===== src/rtl/minmax_pkg.sv =====
// -----------------------------------------------------------------------------
// minmax_pkg
// Shared definitions for the min/max scan unit:
//   - comparator result codes (A==B, A>B, A<B)
//   - FSM state encoding for the scan sequencer
// -----------------------------------------------------------------------------
package minmax_pkg;

  typedef logic [7:0] operand_t;

  // Result codes produced by the shared 8-bit magnitude comparator.
  localparam operand_t CMP_EQ = 8'h00;
  localparam operand_t CMP_GT = 8'h01;
  localparam operand_t CMP_LT = 8'hFF;

  typedef enum logic [2:0] {
    IDLE,
    FETCH,
    CMP_MAX,
    CMP_MIN,
    DONE
  } state_t;

endpackage : minmax_pkg


===== src/rtl/minmax_scanner_if.sv =====
// -----------------------------------------------------------------------------
// minmax_scanner_if
// Bundles the frame-control, operand stream and result signals of the
// min/max scan unit.
//   master : frame producer / result consumer (drives start, len, in_valid,
//            in_data)
//   slave  : the scanner (drives in_ready, busy, done and the four results)
// -----------------------------------------------------------------------------
interface minmax_scanner_if #(
  parameter int CNT_W = 4
);
  import minmax_pkg::*;

  logic             start;
  logic [CNT_W-1:0] len;
  logic             in_valid;
  operand_t         in_data;
  logic             in_ready;
  logic             busy;
  logic             done;
  operand_t         max_val;
  operand_t         min_val;
  logic [CNT_W-1:0] max_idx;
  logic [CNT_W-1:0] min_idx;

  modport master (
    output start, len, in_valid, in_data,
    input  in_ready, busy, done, max_val, min_val, max_idx, min_idx
  );

  modport slave (
    input  start, len, in_valid, in_data,
    output in_ready, busy, done, max_val, min_val, max_idx, min_idx
  );

endinterface : minmax_scanner_if


===== src/rtl/minmax_scanner_cmp.sv =====
// -----------------------------------------------------------------------------
// minmax_scanner_cmp
// Unsigned 8-bit magnitude comparator.
//   a, b : operands
//   y    : CMP_GT when a>b, CMP_LT when a<b, CMP_EQ otherwise
// -----------------------------------------------------------------------------
module minmax_scanner_cmp
  import minmax_pkg::*;
(
  input  operand_t a,
  input  operand_t b,
  output operand_t y
);

  // NOTE: every signal assigned in always_comb gets a default first, so no
  // path through the block leaves it unassigned and no latch is inferred.
  always_comb begin
    y = CMP_EQ;
    if (a > b)      y = CMP_GT;
    else if (a < b) y = CMP_LT;
  end

endmodule : minmax_scanner_cmp


===== src/rtl/minmax_scanner.sv =====
// -----------------------------------------------------------------------------
// minmax_scanner
// Streams a frame of up to 2^CNT_W-1 unsigned 8-bit operands through one
// shared comparator and reports the frame's maximum and minimum with the
// index of their first occurrence. Each element after the first spends one
// cycle against the running max and one against the running min.
//   clk : rising-edge clock
//   rst : synchronous, active-high reset
//   bus : minmax_scanner_if slave port (start/len, in_valid/in_data/in_ready,
//         busy, done pulse, max_val/min_val, max_idx/min_idx)
// -----------------------------------------------------------------------------
module minmax_scanner
  import minmax_pkg::*;
#(
  parameter int CNT_W = 4
) (
  input  logic              clk,
  input  logic              rst,
  minmax_scanner_if.slave   bus
);

  state_t           state, state_nxt;
  logic [CNT_W-1:0] len_q;
  logic [CNT_W-1:0] count;
  logic [CNT_W-1:0] count_inc;
  operand_t         cur;
  operand_t         max_q, min_q;
  logic [CNT_W-1:0] max_idx_q, min_idx_q;
  operand_t         cmp_b;
  operand_t         cmp_y;
  logic             xfer;

  assign xfer      = bus.in_valid && (state == FETCH);
  // len never exceeds 2^CNT_W-1, so count+1 cannot wrap.
  assign count_inc = count + CNT_W'(1);

  // The single comparator always sees the current element as A; B follows
  // the compare phase so one instance serves both the max and min passes.
  assign cmp_b = (state == CMP_MIN) ? min_q : max_q;

  minmax_scanner_cmp u_cmp (
    .a (cur),
    .b (cmp_b),
    .y (cmp_y)
  );

  // Status outputs are pure state decodes, so in_ready never depends
  // combinationally on in_valid.
  assign bus.in_ready = (state == FETCH);
  assign bus.busy     = (state != IDLE);
  assign bus.done     = (state == DONE);
  assign bus.max_val  = max_q;
  assign bus.min_val  = min_q;
  assign bus.max_idx  = max_idx_q;
  assign bus.min_idx  = min_idx_q;

  // NOTE: clocked state uses non-blocking assignments so every register
  // samples pre-edge values, independent of statement order.
  always_ff @(posedge clk) begin
    if (rst) state <= IDLE;
    else     state <= state_nxt;
  end

  always_comb begin
    state_nxt = state;
    case (state)
      IDLE: begin
        if (bus.start) state_nxt = (bus.len == '0) ? DONE : FETCH;
      end
      FETCH: begin
        if (xfer) begin
          if (count == '0) state_nxt = (len_q == CNT_W'(1)) ? DONE : FETCH;
          else             state_nxt = CMP_MAX;
        end
      end
      CMP_MAX: state_nxt = CMP_MIN;
      CMP_MIN: state_nxt = (count_inc == len_q) ? DONE : FETCH;
      DONE:    state_nxt = IDLE;
      default: state_nxt = IDLE;
    endcase
  end

  always_ff @(posedge clk) begin
    if (rst) begin
      len_q     <= '0;
      count     <= '0;
      cur       <= '0;
      max_q     <= '0;
      min_q     <= '0;
      max_idx_q <= '0;
      min_idx_q <= '0;
    end else begin
      case (state)
        IDLE: begin
          if (bus.start) begin
            len_q     <= bus.len;
            count     <= '0;
            max_q     <= 8'h00;
            min_q     <= 8'hFF;
            max_idx_q <= '0;
            min_idx_q <= '0;
          end
        end
        FETCH: begin
          if (xfer) begin
            cur <= bus.in_data;
            // First element seeds both extremes directly; no compare needed.
            if (count == '0) begin
              max_q     <= bus.in_data;
              min_q     <= bus.in_data;
              max_idx_q <= '0;
              min_idx_q <= '0;
              count     <= CNT_W'(1);
            end
          end
        end
        CMP_MAX: begin
          // Strictly greater only: ties keep the earliest index.
          if (cmp_y == CMP_GT) begin
            max_q     <= cur;
            max_idx_q <= count;
          end
        end
        CMP_MIN: begin
          if (cmp_y == CMP_LT) begin
            min_q     <= cur;
            min_idx_q <= count;
          end
          count <= count_inc;
        end
        default: ;
      endcase
    end
  end

endmodule : minmax_scanner

===== src/flat_wrapper.sv =====
// flat-port wrapper written by rule: the top's interface ports become plain ports
module minmax_scanner_flat import minmax_pkg::*;
#(
  parameter int CNT_W = 4
)
  (clk, rst, bus_start, bus_len, bus_in_valid, bus_in_data, bus_in_ready, bus_busy, bus_done, bus_max_val, bus_min_val, bus_max_idx, bus_min_idx);
  minmax_scanner_if #(.CNT_W(CNT_W)) bus_i ();
  input  logic clk;
  input  logic rst;
  input wire logic [$bits(bus_i.start)-1:0] bus_start;
  input wire logic [$bits(bus_i.len)-1:0] bus_len;
  input wire logic [$bits(bus_i.in_valid)-1:0] bus_in_valid;
  input wire logic [$bits(bus_i.in_data)-1:0] bus_in_data;
  output wire logic [$bits(bus_i.in_ready)-1:0] bus_in_ready;
  output wire logic [$bits(bus_i.busy)-1:0] bus_busy;
  output wire logic [$bits(bus_i.done)-1:0] bus_done;
  output wire logic [$bits(bus_i.max_val)-1:0] bus_max_val;
  output wire logic [$bits(bus_i.min_val)-1:0] bus_min_val;
  output wire logic [$bits(bus_i.max_idx)-1:0] bus_max_idx;
  output wire logic [$bits(bus_i.min_idx)-1:0] bus_min_idx;
  assign bus_i.start = bus_start;
  assign bus_i.len = bus_len;
  assign bus_i.in_valid = bus_in_valid;
  assign bus_i.in_data = bus_in_data;
  assign bus_in_ready = bus_i.in_ready;
  assign bus_busy = bus_i.busy;
  assign bus_done = bus_i.done;
  assign bus_max_val = bus_i.max_val;
  assign bus_min_val = bus_i.min_val;
  assign bus_max_idx = bus_i.max_idx;
  assign bus_min_idx = bus_i.min_idx;
  minmax_scanner #(.CNT_W(CNT_W)) u_core (.clk(clk), .rst(rst), .bus(bus_i));
endmodule

===== config.mk =====
export PLATFORM = sky130hd
export DESIGN_NAME = minmax_scanner_flat
export DESIGN_NICKNAME = d
export VERILOG_FILES = /design/src/rtl/minmax_pkg.sv /design/src/rtl/minmax_scanner_if.sv /design/src/rtl/minmax_scanner_cmp.sv /design/src/rtl/minmax_scanner.sv /design/src/flat_wrapper.sv
export SDC_FILE = /design/constraint.sdc
export NUM_CORES = 1
export LEC_CHECK = 0
export ABC_CLOCK_PERIOD_IN_PS = 7250
export CORE_AREA = 2 2 76 78
export DETAILED_ROUTE_END_ITERATION = 7
export DIE_AREA = 0 0 78 80
export HOLD_SLACK_MARGIN = 0.03
export MAX_ROUTING_LAYER = met4
export PLACE_DENSITY_LB_ADDON = 0.05
export SLEW_MARGIN = 20
export SYNTH_ARGS = -nofsm -noshare
export SYNTH_HDL_FRONTEND = slang
export SYNTH_SLANG_ARGS = --single-unit

===== constraint.sdc =====
create_clock -name clk -period 7.25 [get_ports clk]
set_input_delay 1.8125 -clock clk [delete_from_list [all_inputs] [get_ports clk]]
set_output_delay 1.8125 -clock clk [all_outputs]
set_load 0.02 [all_outputs]

**After elaboration in Yosys (flattened, before gate mapping)**

Cells that the tools add are included.

- Bits of input ports: 16
- Register bits after elaboration: 43
- Output and inout port bits: 27
- Logic and storage cells: 65

- Reduce and logical (&&, ||, !) cells: 13
- $lt $le $gt $ge: 2
- Add/subtract/negate cells: 1
- Mux-type cells: 28
- Equality and inequality tests: 13

Operators by type and width:

| operator | number |
|---|---|
| 2-to-1 mux 8 bit | 9 |
| case mux 8 bit (3 select lines) | 2 |
| case mux 4 bit (3 select lines) | 3 |
| 2-to-1 mux 4 bit | 7 |
| 2-to-1 mux 3 bit | 6 |
| case mux 3 bit (4 select lines) | 1 |
| AND reduction 5 bit | 2 |
| nonzero test 3 bit | 3 |
| == test 8 x 1 -> 1 bit (second input constant) | 1 |
| == test 8 bit (second input constant) | 1 |
| > comparator 8 bit | 1 |
| zero test 4 bit | 2 |
| less-than comparator 8 bit | 1 |
| == test 3 x 2 -> 1 bit (second input constant) | 2 |
| != test 2 x 1 -> 1 bit (second input constant) | 3 |
| AND reduction 2 bit | 3 |
| adder 4 x 1 -> 4 bit (second input constant) | 1 |
| == test 4 x 1 -> 1 bit (second input constant) | 1 |
| == test 4 bit | 1 |
| != test 2 bit (second input constant) | 2 |
| AND reduction 4 bit | 1 |
| == test 3 x 1 -> 1 bit (second input constant) | 1 |
| == test 3 bit (second input constant) | 1 |
| zero test 3 bit | 1 |
| logical AND 1 bit | 1 |

**Longest topological paths before layout**

Gate-level depths: netlist of the first run.

- Depth after elaboration: 8
- Depth in mapped cells: 13
- Gate-level depth less buffers: 9

**By module**

From an unflattened synthesis of the first run, not the netlist that was laid out.

- Cells, all modules: 296
- Area total of the unflattened synthesis: 2,493.6 um2

Modules (own cells, without submodules):

| module | instances | area an instance (um2) | cells each | sequential area each (um2) |
|---|---|---|---|---|
| minmax_scanner | 1 | 2,244.7 | 262 | 860.8 |
| minmax_scanner_cmp | 1 | 249.0 | 34 | 0.0 |

**Worst setup path after synthesis of the first run**

Ideal clock, no wire load.

- Path kind: input port to flip-flop
- Start point: input port bus_start
- End point: register u_core.min_q[2] (netlist: u_core.bus.min_val[2])
- Library setup time: 0.071 ns
- Cell stages on the path: 6
- Arrival: 3.194 ns
- Path slack: 3.986 ns
- Buffers on the path: 1
- Data required time: 7.179 ns
- Cell sequence: nor4b_4 -> a311oi_2 -> mux2_2 -> buf_6 -> or3_1 -> a21oi_1

- Word-level cells in the longest chain between the ends: 2

RTL lines:

| item | RTL line | RTL |
|---|---|---|
| from (decl) | flat_wrapper.sv:10 | `input wire logic [$bits(bus_i.start)-1:0] bus_start;` |
| != test 2 bit (no line) | n/a |  |
| AND reduction 5 bit (no line) | n/a |  |
| to (signal assigned) | minmax_scanner.sv:110 | `min_q <= bus.in_data;` |
| to (signal assigned) | minmax_scanner.sv:126 | `min_q <= cur;` |
| to (decl) | minmax_scanner.sv:27 | `operand_t max_q, min_q;` |

Every way passes these cells.
A chain may end at the register's enable or synchronous reset.

**Worst setup path after layout of the first run**

- Start point: register u_core.state[0]
- End point: output port bus_in_ready

- Word-level cells in the longest chain between the ends: 1

RTL lines:

| item | RTL line | RTL |
|---|---|---|
| from (decl) | minmax_scanner.sv:22 | `state_t state, state_nxt;` |
| from (signal assigned) | minmax_scanner.sv:61 | `else state <= state_nxt;` |
| == test 3 x 1 -> 1 bit | minmax_scanner.sv:49 | `assign bus.in_ready = (state == FETCH);` |
| to (decl) | flat_wrapper.sv:14 | `output wire logic [$bits(bus_i.in_ready)-1:0] bus_in_ready;` |

Every way passes these cells.

==> results of run 1 <==
flip-flops by register name (all words and copies together), names as in the netlist:
register            flops
u_core.state            3
u_core.bus.min_val      8
u_core.bus.max_idx      4
u_core.bus.min_idx      4
u_core.cur              8
u_core.len_q            4
u_core.count            4
u_core.bus.max_val      8
layer usage:
metal	track usage, %	vias up
met3	3.85	11
met4	8.95	0
met2	37.2	62
met1	27.8	1071
li1	-	1111
met5	-	-
cell usage in the layout, fill, tap and decap left out, types with 2 or more instances in the layout:
master	n
a21oi_1	34
a221oi_1	16
a31oi_1	4
buf_4	2
clkbuf_8	6
clkdlybuf4s50_1	41
dfxtp_1	43
ha_1	10
inv_1	14
mux2_2	2
mux2i_1	5
nand2_1	28
nand3_1	6
nand4_1	5
nor2_1	23
nor3_1	2
nor3b_1	2
nor3b_2	2
o2111ai_1	4
o21ai_0	18
o21bai_1	2
o22ai_1	7
or3_1	9
xnor2_1	3
xor2_1	2
kinds of logic (layout without fill, tap and decap cells):
logic type	Yosys count	count (layout)	share of synthesized area, %
compound gates	96	96	25.9
simple gates	89	89	19.7
flops	43	43	36.3
buf+inv	37	67	7.01
fa+ha+maj	10	10	5.27
mux	7	7	3.06
xor+xnor	6	6	2.79
critical path: stages, from the launching register on:
cell             delay (ps)
dfxtp_1                 540
nor2b_2                 320
nand2b_1                300
inv_2                   300
clkdlybuf4s50_1         650
final cells by class:
cell class	count	area, um2
clock buffer	6	82.6
clock inverter	2	35.0
fill	530	2500
inverter	15	56.3
multi-input combinational	208	1350
sequential	43	861
tap	72	90.1
timing repair buffer	44	430
stage by stage:
stage               instance area, um2  worst slack [ps]  instances  hold WS [ps]  power (mW)
floorplan                         2370              3990        288           462       0.411
global route                      2900              2910        390           512       0.710
global placement                  2780              3300        382           465       0.474
detailed placement                2780              3270        382           472       0.476
CTS                               2900              3010        390           484       0.674
finish                            2900              3030        390           485       0.668
worst max path at each step:
stage / startpoint / endpoint / slack (ps) / cells past startpoint
6_report: u_core.state[0] / bus_in_ready / 3030 / 4
3_3_place_gp: bus_start / u_core.bus.min_val[7] / 3300 / 6
4_1_cts: u_core.state[0] / bus_in_ready / 3010 / 4
3_5_place_dp: bus_start / u_core.bus.min_val[6] / 3270 / 6
2_1_floorplan: bus_start / u_core.bus.min_val[2] / 3990 / 6
5_1_grt: u_core.state[0] / bus_in_ready / 2910 / 4
where the power goes:
group          total [mW]  internal [mW]  switching [mW]
registers           0.274          0.255          0.0181
clock network       0.197          0.112          0.0856
logic               0.198         0.0844           0.113
total               0.668          0.451           0.217
==> results.md, run 1 <==
* Area share of the largest cell type after synthesis at 36.3%
* Vias/cell at 5.78
* PD cells at 230 mW/mm2
* Area contributors post-synth: dfxtp_1, a21oi_1, a221oi_1
* PostCTS Resize Cnt at 0
* Period utilisation layout at 58.2%
* Critical path data arrival time at 2410 ps
* Routed via count at 2255
* Async SR Flop Fraction at 0%
* Number of synthesized flops with an enable pin at 0
* DR WL met3 at 313 um
* DR top layer: met4
* LEAKAGE at 1.05 nW
* RSZ-0062 raised after global routing: no
* Yosys warnings at 0
* Crit path kind: flip-flop to primary output
* WHS Endpoint: u_core.bus.min_idx[3]
* Root Buffer: clkbuf_8
* Worst Min Path Start: u_core.bus.min_idx[3]
* RD Place Congestion at 0.866
* Antenna-violating nets left at 0
* Num rows at 27
* Mapped Area at 0.00237 mm2
* Netlist cell types at 52
* I/O pin cnt at 43
* Status: completed
* Min-delay worst type: flip-flop to flip-flop
* Number of global-route vias before repair at 2159
* Buffer count from post-CTS setup fixing at 0
* Mapped Nets at 314
* Max_cap viols at 0
* Share of cells above drive strength 1 at 7.23%
* Required time worst endpoint at 5440 ps
* Reg-to-reg slack, setup at 3480 ps
* Syn_area_per_cell at 8.24 um2
* First-pass GRT wire length at 10700 um
* Max Slew Vio Count at 0
* Max FO, Critical Path at 12
* Slew HR at 45.8%
* Worst VDD drop at 0.0000903 V
* Routed met1 length at 2810 um
* Seq/Total Area, Yosys at 36.3%
* Post-CTS Hold Buffers at 0
* Area grow syn2layout at 22.2%
* CTS Buf Count at 5
* Post-synthesis instance total at 288
* Final Hold Viols at 0
* Initial antenna violation count at 0
* Clk slew on worst S/H paths at 80 ps
* Total gr overflow at 0
* Worst Tran Pin Value at 813 ps
* Final setup violation count at 0
* Most common cell in the netlist: dfxtp_1
* Drt initial violations at 159
* Total Routing Usage GR at 22.6%
* DRC Markers at 0
* Setup TNS at 0 ps
* FMAX at 0.237 GHz
* Worst hold stages at 2
* Reg2Reg Capture Point: u_core.bus.max_val[2]
* Post-synth top area cell: dfxtp_1
* Worst Setup End Kind: primary output
* DIE AREA at 0.00624 mm2
* Die extent in y at 80 um
* DPL Wire Length at 4440 um
* Nets at 343
* Routed length on met2 at 3100 um
* Worst Setup Start Kind: flip-flop
* Skew final at 8.08 ps
* Finished Core Util at 53.7%
* DR WL/cell at 16.3 um
* Final WL at 6370 um
* H-Tree Depth at 2
* Yosys reg bits at 43
* Most frequent cells after synthesis: dfxtp_1, a21oi_1, nand2_1, nor2_1, o21ai_0
* R2R Path Start: u_core.state[1]
* Initial Utilization at 43.9%
* CORE AREA at 0.00541 mm2
* CTS tree: yes
* Clock Sinks at 43
* IO buf count at 42
* Largest net degree at the start of global routing at 43
* Die width at 78 um
* Reg2Reg Depth at 8
* Worst skew pair latency at 300 ps
* Top_reg_cell synth: dfxtp_1
* Clock Path Buffers at 2
* Antenna diode instance count at 0
* Tmin final at 4220 ps
* First-pass DRT Iterations at 4
Power figures use the tool's default switching activity.
==> run 2, diff against run 1 <==
Settings changed: ABC_CLOCK_PERIOD_IN_PS 7250 to 4090.
Clock period 7.25 ns to 4.09 ns, I/O delays scaled along.
==> results.md, run 2 (synthesis results as in run 1) <==
* Total Routing Usage GR at 22.5% (-0.096 points)
* Sw Share at 32.6% (+0.11 points)
* Reg-to-reg slack, setup at 630 ps (-2850 ps)
* Clock Power Share at 29.6% (about the same)
* Worst Path Buf+Inv at 0 (-2)
* Total gr overflow at 0 (unchanged)
* Slew HR at 39.9% (-5.9 points)
* Post-CTS Hold Buffers at 0 (unchanged)
* H-Tree Depth at 2 (unchanged)
* Status: completed
* I/O pin cnt at 43 (unchanged)
* CTS tree: yes
* Worst Setup End Kind: flip-flop
* Hold slack final at 480 ps (-4.56 ps)
* Finished Layout Cells at 392 (+0.51%)
* Number of global-route vias before repair at 2079 (-3.7%)
* Combinational share of power at 29.5% (about the same)
* Post-Place Setup Slack at 674 ps (-2590 ps)
* Max FO, Critical Path at 17 (+5)
* Top delay family on crit path: simple AND/OR/NAND/NOR gates
* Ordered cell list for the critical path: and3b_1 > a21oi_1 > ha_1 > nand4_1 > or3_1 > o211ai_1 > nand3_1 > a221oi_1
* First-pass GRT wire length at 10600 um (-0.59%)
* Root Buffer: clkbuf_8
* Min-delay worst type: flip-flop to flip-flop
* Largest net degree at the start of global routing at 24 (-44%)
* CORE AREA at 0.00541 mm2 (unchanged)
* Nets at 345 (+0.58%)
* Slowest CP cell: dfxtp_1
* Critical path data arrival time at 3660 ps (+1250 ps)
* IO buf count at 42 (unchanged)
* Initial Utilization at 43.9% (unchanged)
* DIE AREA at 0.00624 mm2 (unchanged)
* Antenna-violating nets left at 0 (unchanged)
* Clk slew on worst S/H paths at 90 ps (about the same)
* Initial antenna violation count at 0 (unchanged)
* DPL Wire Length at 4580 um (+3.3%)
* Worst hold stages at 2 (unchanged)
* Max Slew Vio Count at 0 (unchanged)
* Flop pwr share at 40.9% (about the same)
* DR WL/cell at 16.6 um (+1.8%)
* RSZ-0062 raised after global routing: no
* PD cells at 407 mW/mm2 (+77%)
* Setup TNS at 0 ps (unchanged)
* Buffer count from post-CTS setup fixing at 0 (unchanged)
* Period utilisation layout at 84.5%
* PostCTS Resize Cnt at 0 (unchanged)
* Sw Pwr at 0.387 mW (+78%)
* Commonest non-fill, non-tap cell in the layout: dfxtp_1
* DP Area at 0.00280 mm2 (+0.72%)
* Min setup slack post-route at 632 ps (-2400 ps)
* First-pass DRT Iterations at 4 (unchanged)
* Crit path kind: flip-flop to flip-flop
* Skew final at 7.04 ps (-1.04 ps)
* FMAX at 0.289 GHz
* Tmin final at 3460 ps
* DRC Markers at 0 (unchanged)
* CTS Buf Count at 5 (unchanged)
* Die extent in y at 80 um (unchanged)
* Required time worst endpoint at 4290 ps (-1150 ps)
* Antenna diode instance count at 0 (unchanged)
* Clock Sinks at 43 (unchanged)
* Vias/cell at 5.75 (-0.51%)
* Worst Setup Start Kind: flip-flop
* Placed Instances at 384 (+0.52%)
* LEAKAGE at 1.06 nW (+0.98%)
* Reg2Reg Capture Point: u_core.bus.max_val[2]
* Num rows at 27 (unchanged)
* R2R Path Start: u_core.state[1]
* RD Place Congestion at 0.921 (+6.4%)
* Area grow syn2layout at 23.1%
* Reg2Reg Depth at 8 (unchanged)
* Final Hold Viols at 0 (unchanged)
* Design area at 0.00292 mm2 (+0.69%)
* Routed via count at 2255 (unchanged)
* Share of cells above drive strength 1 at 7.50% (+0.27 points)
* Die width at 78 um (unchanged)
* Worst VDD drop at 0.000201 V (+120%)
* Worst skew pair latency at 300 ps (about the same)
* Worst Min Path Start: u_core.bus.min_idx[2]
* Worst Tran Pin Value at 898 ps (+85.4 ps)
* Most frequent cells in the layout: dfxtp_1, clkdlybuf4s50_1, a21oi_1, nand2_1, nor2_1
* Final WL at 6520 um (+2.3%)
* Final setup violation count at 0 (unchanged)
* CP max stage delay at 580 ps (-70 ps)
* Pint at 0.802 mW (+78%)
* Clock Path Buffers at 2 (unchanged)
* Max_cap viols at 0 (unchanged)
* WHS Endpoint: u_core.bus.min_idx[2]
* Drt initial violations at 172 (+8.2%)
==> run 2: worst reg2reg max path, cell delays in order, from the launching register on <==
cell and delay (ps):
dfxtp_1 580, and3b_1 560, a21oi_1 160, ha_1 330
nand4_1 150, or3_1 500, o211ai_1 280, nand3_1 420
a221oi_1 380
==> run 2: per-stage QoR <==
stage | utilization (%) | total power [mW]
2_1_floorplan | - | 0.728
3_3_place_gp | 51.9 | 0.841
3_5_place_dp | 51.9 | 0.846
4_1_cts | 54.1 | 1.19
5_1_grt | 54.1 | 1.25
6_report | 54.1 | 1.19
==> run 2: how the worst max path moves through the flow <==
stage | start | to | slack (ps) | depth (start not counted)
after detailed placement | u_core.state[1] | u_core.bus.max_val[6] | 670 | 8
after floorplan | u_core.state[2] | u_core.bus.max_val[0] | 960 | 12
final | u_core.state[1] | u_core.bus.max_val[2] | 630 | 8
after global routing | u_core.state[1] | u_core.bus.max_val[3] | 250 | 8
after CTS | u_core.state[1] | u_core.bus.max_val[6] | 640 | 8
after global placement | u_core.state[1] | u_core.bus.max_val[6] | 830 | 8
==> run 2: power groups by stage <==
stage | Clock [mW] | Combinational, mW | Sequential, mW
6_report | 0.352 | 0.350 | 0.487
5_1_grt | 0.373 | 0.386 | 0.492
2_1_floorplan | 0 | 0.217 | 0.511
4_1_cts | 0.354 | 0.350 | 0.487
3_3_place_gp | 0 | 0.343 | 0.497
3_5_place_dp | 0 | 0.349 | 0.497
==> run 2: final cells by class <==
cell class / count / area, um2
Fill cell: 558 / 2480
Clock inverter: 2 / 35.0
Tap cell: 72 / 90.1
Inverter: 15 / 56.3
Sequential cell: 43 / 861
Multi-Input combinational cell: 208 / 1350
Clock buffer: 6 / 82.6
Timing Repair Buffer: 46 / 450
==> run 2: layer usage <==
layer,wire length (um),track usage (%),up-vias,share of wire (%)
li1,-,-,1112,-
met4,114,7.19,0,1.7
met2,3220,36.6,74,49
met3,278,3.96,10,4.3
met1,2900,28.6,1059,45
met5,0,-,-,0
==> run 3, diff against run 2 <==
Settings changed: ABC_CLOCK_PERIOD_IN_PS 4090 to 2950.
Clock period 4.09 ns to 2.95 ns, I/O delays scaled along.
==> results.md, run 3 (synthesis results as in run 1) <==
* Worst Path Buf+Inv at 1 (+1)
* Hold slack final at 478 ps (-2.73 ps)
* CP max stage delay at 510 ps (-70 ps)
* Area grow syn2layout at 26.7%
* Crit path kind: flip-flop to flip-flop
* Drt initial violations at 123 (-28%)
* PostCTS Resize Cnt at 0 (unchanged)
* Initial antenna violation count at 0 (unchanged)
* Root Buffer: clkbuf_8
* Worst Min Path Start: u_core.bus.min_idx[1]
* Layout fillers at 529 (-5.2%)
* CORE AREA at 0.00541 mm2 (unchanged)
* Commonest non-fill, non-tap cell in the layout: dfxtp_1
* IO buf count at 42 (unchanged)
* LEAKAGE at 1.11 nW (+5.3%)
* Worst Tran Pin Value at 659 ps (-239 ps)
* DRC Markers at 0 (unchanged)
* Finished Layout Cells at 405 (+3.3%)
* FMAX at 0.367 GHz (+27%)
* Slowest CP cell: or3_1
* Number of global-route vias before repair at 2262 (+8.8%)
* Max Slew Vio Count at 0 (unchanged)
* Reg-to-reg slack, setup at 230 ps (-410 ps)
* Die width at 78 um (unchanged)
* Multi-input gate area at 0.00135 mm2 (+0.37%)
* Clock Path Buffers at 2 (unchanged)
* Register area at 861 um2 (unchanged)
* Critical path data arrival time at 2930 ps (-730 ps)
* Initial Utilization at 43.9% (unchanged)
* Skew final at 4.43 ps (-2.62 ps)
* Final WL at 6660 um (+2.1%)
* Top delay family on crit path: simple AND/OR/NAND/NOR gates
* Max FO, Critical Path at 12 (-5)
* Status: completed
* Reg2Reg Depth at 10 (+2)
* Num rows at 27 (unchanged)
* Tmin final at 2720 ps (-733 ps)
* RSZ-0062 raised after global routing: no
* DPL Wire Length at 4820 um (+5.2%)
* Setup TNS at 0 ps (unchanged)
* Worst Setup Start Kind: flip-flop
* Slew HR at 55.9% (+16 points)
* First-pass DRT Iterations at 4 (unchanged)
* Antenna diode instance count at 0 (unchanged)
* Period utilisation layout at 92.3% (+7.8 points)
* Share of cells above drive strength 1 at 11.1% (+3.6 points)
* Antenna-violating nets left at 0 (unchanged)
* R2R Path Start: u_core.state[2]
* Nets at 358 (+3.8%)
* Largest net degree at the start of global routing at 28 (+17%)
* DIE AREA at 0.00624 mm2 (unchanged)
* Ordered cell list for the critical path: and3b_1 > buf_4 > nor2_1 > a21oi_1 > ha_1 > nand4_1 > or3_1 > nand2_1 > nand3_2 > a221oi_1
* Crit path depth at 10 (+2)
* Max_cap viols at 0 (unchanged)
* PD cells at 538 mW/mm2 (+32%)
* Post-CTS Hold Buffers at 0 (unchanged)
* Finished Core Util at 55.6% (+1.6 points)
* WHS Endpoint: u_core.bus.min_idx[1]
* Placed Instances at 397 (+3.4%)
* Reg2Reg Capture Point: u_core.bus.max_val[4]
* Required time worst endpoint at 3150 ps (-1140 ps)
* CTS tree: yes
* I/O pin cnt at 43 (unchanged)
* Clk slew on worst S/H paths at 80 ps (about the same)
* Worst Setup End Kind: flip-flop
* Worst hold stages at 2 (unchanged)
* Worst VDD drop at 0.000206 V (+2.3%)
* Buffer count from post-CTS setup fixing at 0 (unchanged)
* Routed via count at 2329 (+3.3%)
* Total gr overflow at 0 (unchanged)
* H-Tree Depth at 2 (unchanged)
* Final setup violation count at 0 (unchanged)
* RD Place Congestion at 0.869 (-5.7%)
* First-pass GRT wire length at 11000 um (+3.6%)
* Final Hold Viols at 0 (unchanged)
* Min-delay worst type: flip-flop to flip-flop
* Total power at 1.62 mW (+36%)
* Most frequent cells in the layout: dfxtp_1, clkdlybuf4s50_1, a21oi_1, nand2_1, nor2_1
* Die extent in y at 80 um (unchanged)
* Vias/cell at 5.75 (about the same)
* Total Routing Usage GR at 23.5% (+1.0 points)
* Clock Sinks at 43 (unchanged)
* DR WL/cell at 16.4 um (-1.1%)
* CTS Buf Count at 5 (unchanged)
* Worst skew pair latency at 300 ps (about the same)
==> run 3: where the power goes <==
group	switching [mW]	internal, mW
registers	0.0404	0.628
logic	0.295	0.238
clock network	0.202	0.214
total	0.538	1.08
==> run 3: how the worst max path moves through the flow <==
stage               startpoint               endpoint  slack, ps
2_1_floorplan  u_core.state[2]  u_core.bus.max_val[0]         20
3_3_place_gp   u_core.state[2]  u_core.bus.max_val[4]        250
3_5_place_dp   u_core.state[2]  u_core.bus.max_val[4]         90
4_1_cts        u_core.state[2]  u_core.bus.max_val[4]         60
5_1_grt        u_core.state[2]  u_core.bus.max_val[0]         20
6_report       u_core.state[2]  u_core.bus.max_val[4]        230
==> run 3: per-stage QoR <==
step,worst slack (ps),area (um2)
final,226,3010
after global routing,16.1,3010
after CTS,60.5,3000
after detailed placement,89.8,2900
after global placement,247,2900
after floorplan,21.8,2380
==> run 3: area by class of cell <==
class	count	area share [%]
multi-input cells	208	44.9
flip-flops and latches	43	28.6
repair buffers	59	18.2
clock buffers	8	3.33
well taps	72	3.00
inverters	15	1.87
==> run 3: worst min-delay path, delay by kind of cell, from the launching register on <==
kind	cells	cell delay (ps)
AOI/OAI and AO/OA	2	120
DFF	1	310
==> run 3: per-layer routing <==
metal  routed length (um)  vias to the layer above  global-route usage (%)
li1                     -                     1140                       -
met1                 2940                     1104                    28.0
met2                 3220                       68                    39.1
met3                  300                       17                    4.19
met4                  195                        0                    10.5
met5                    0                        -                       -
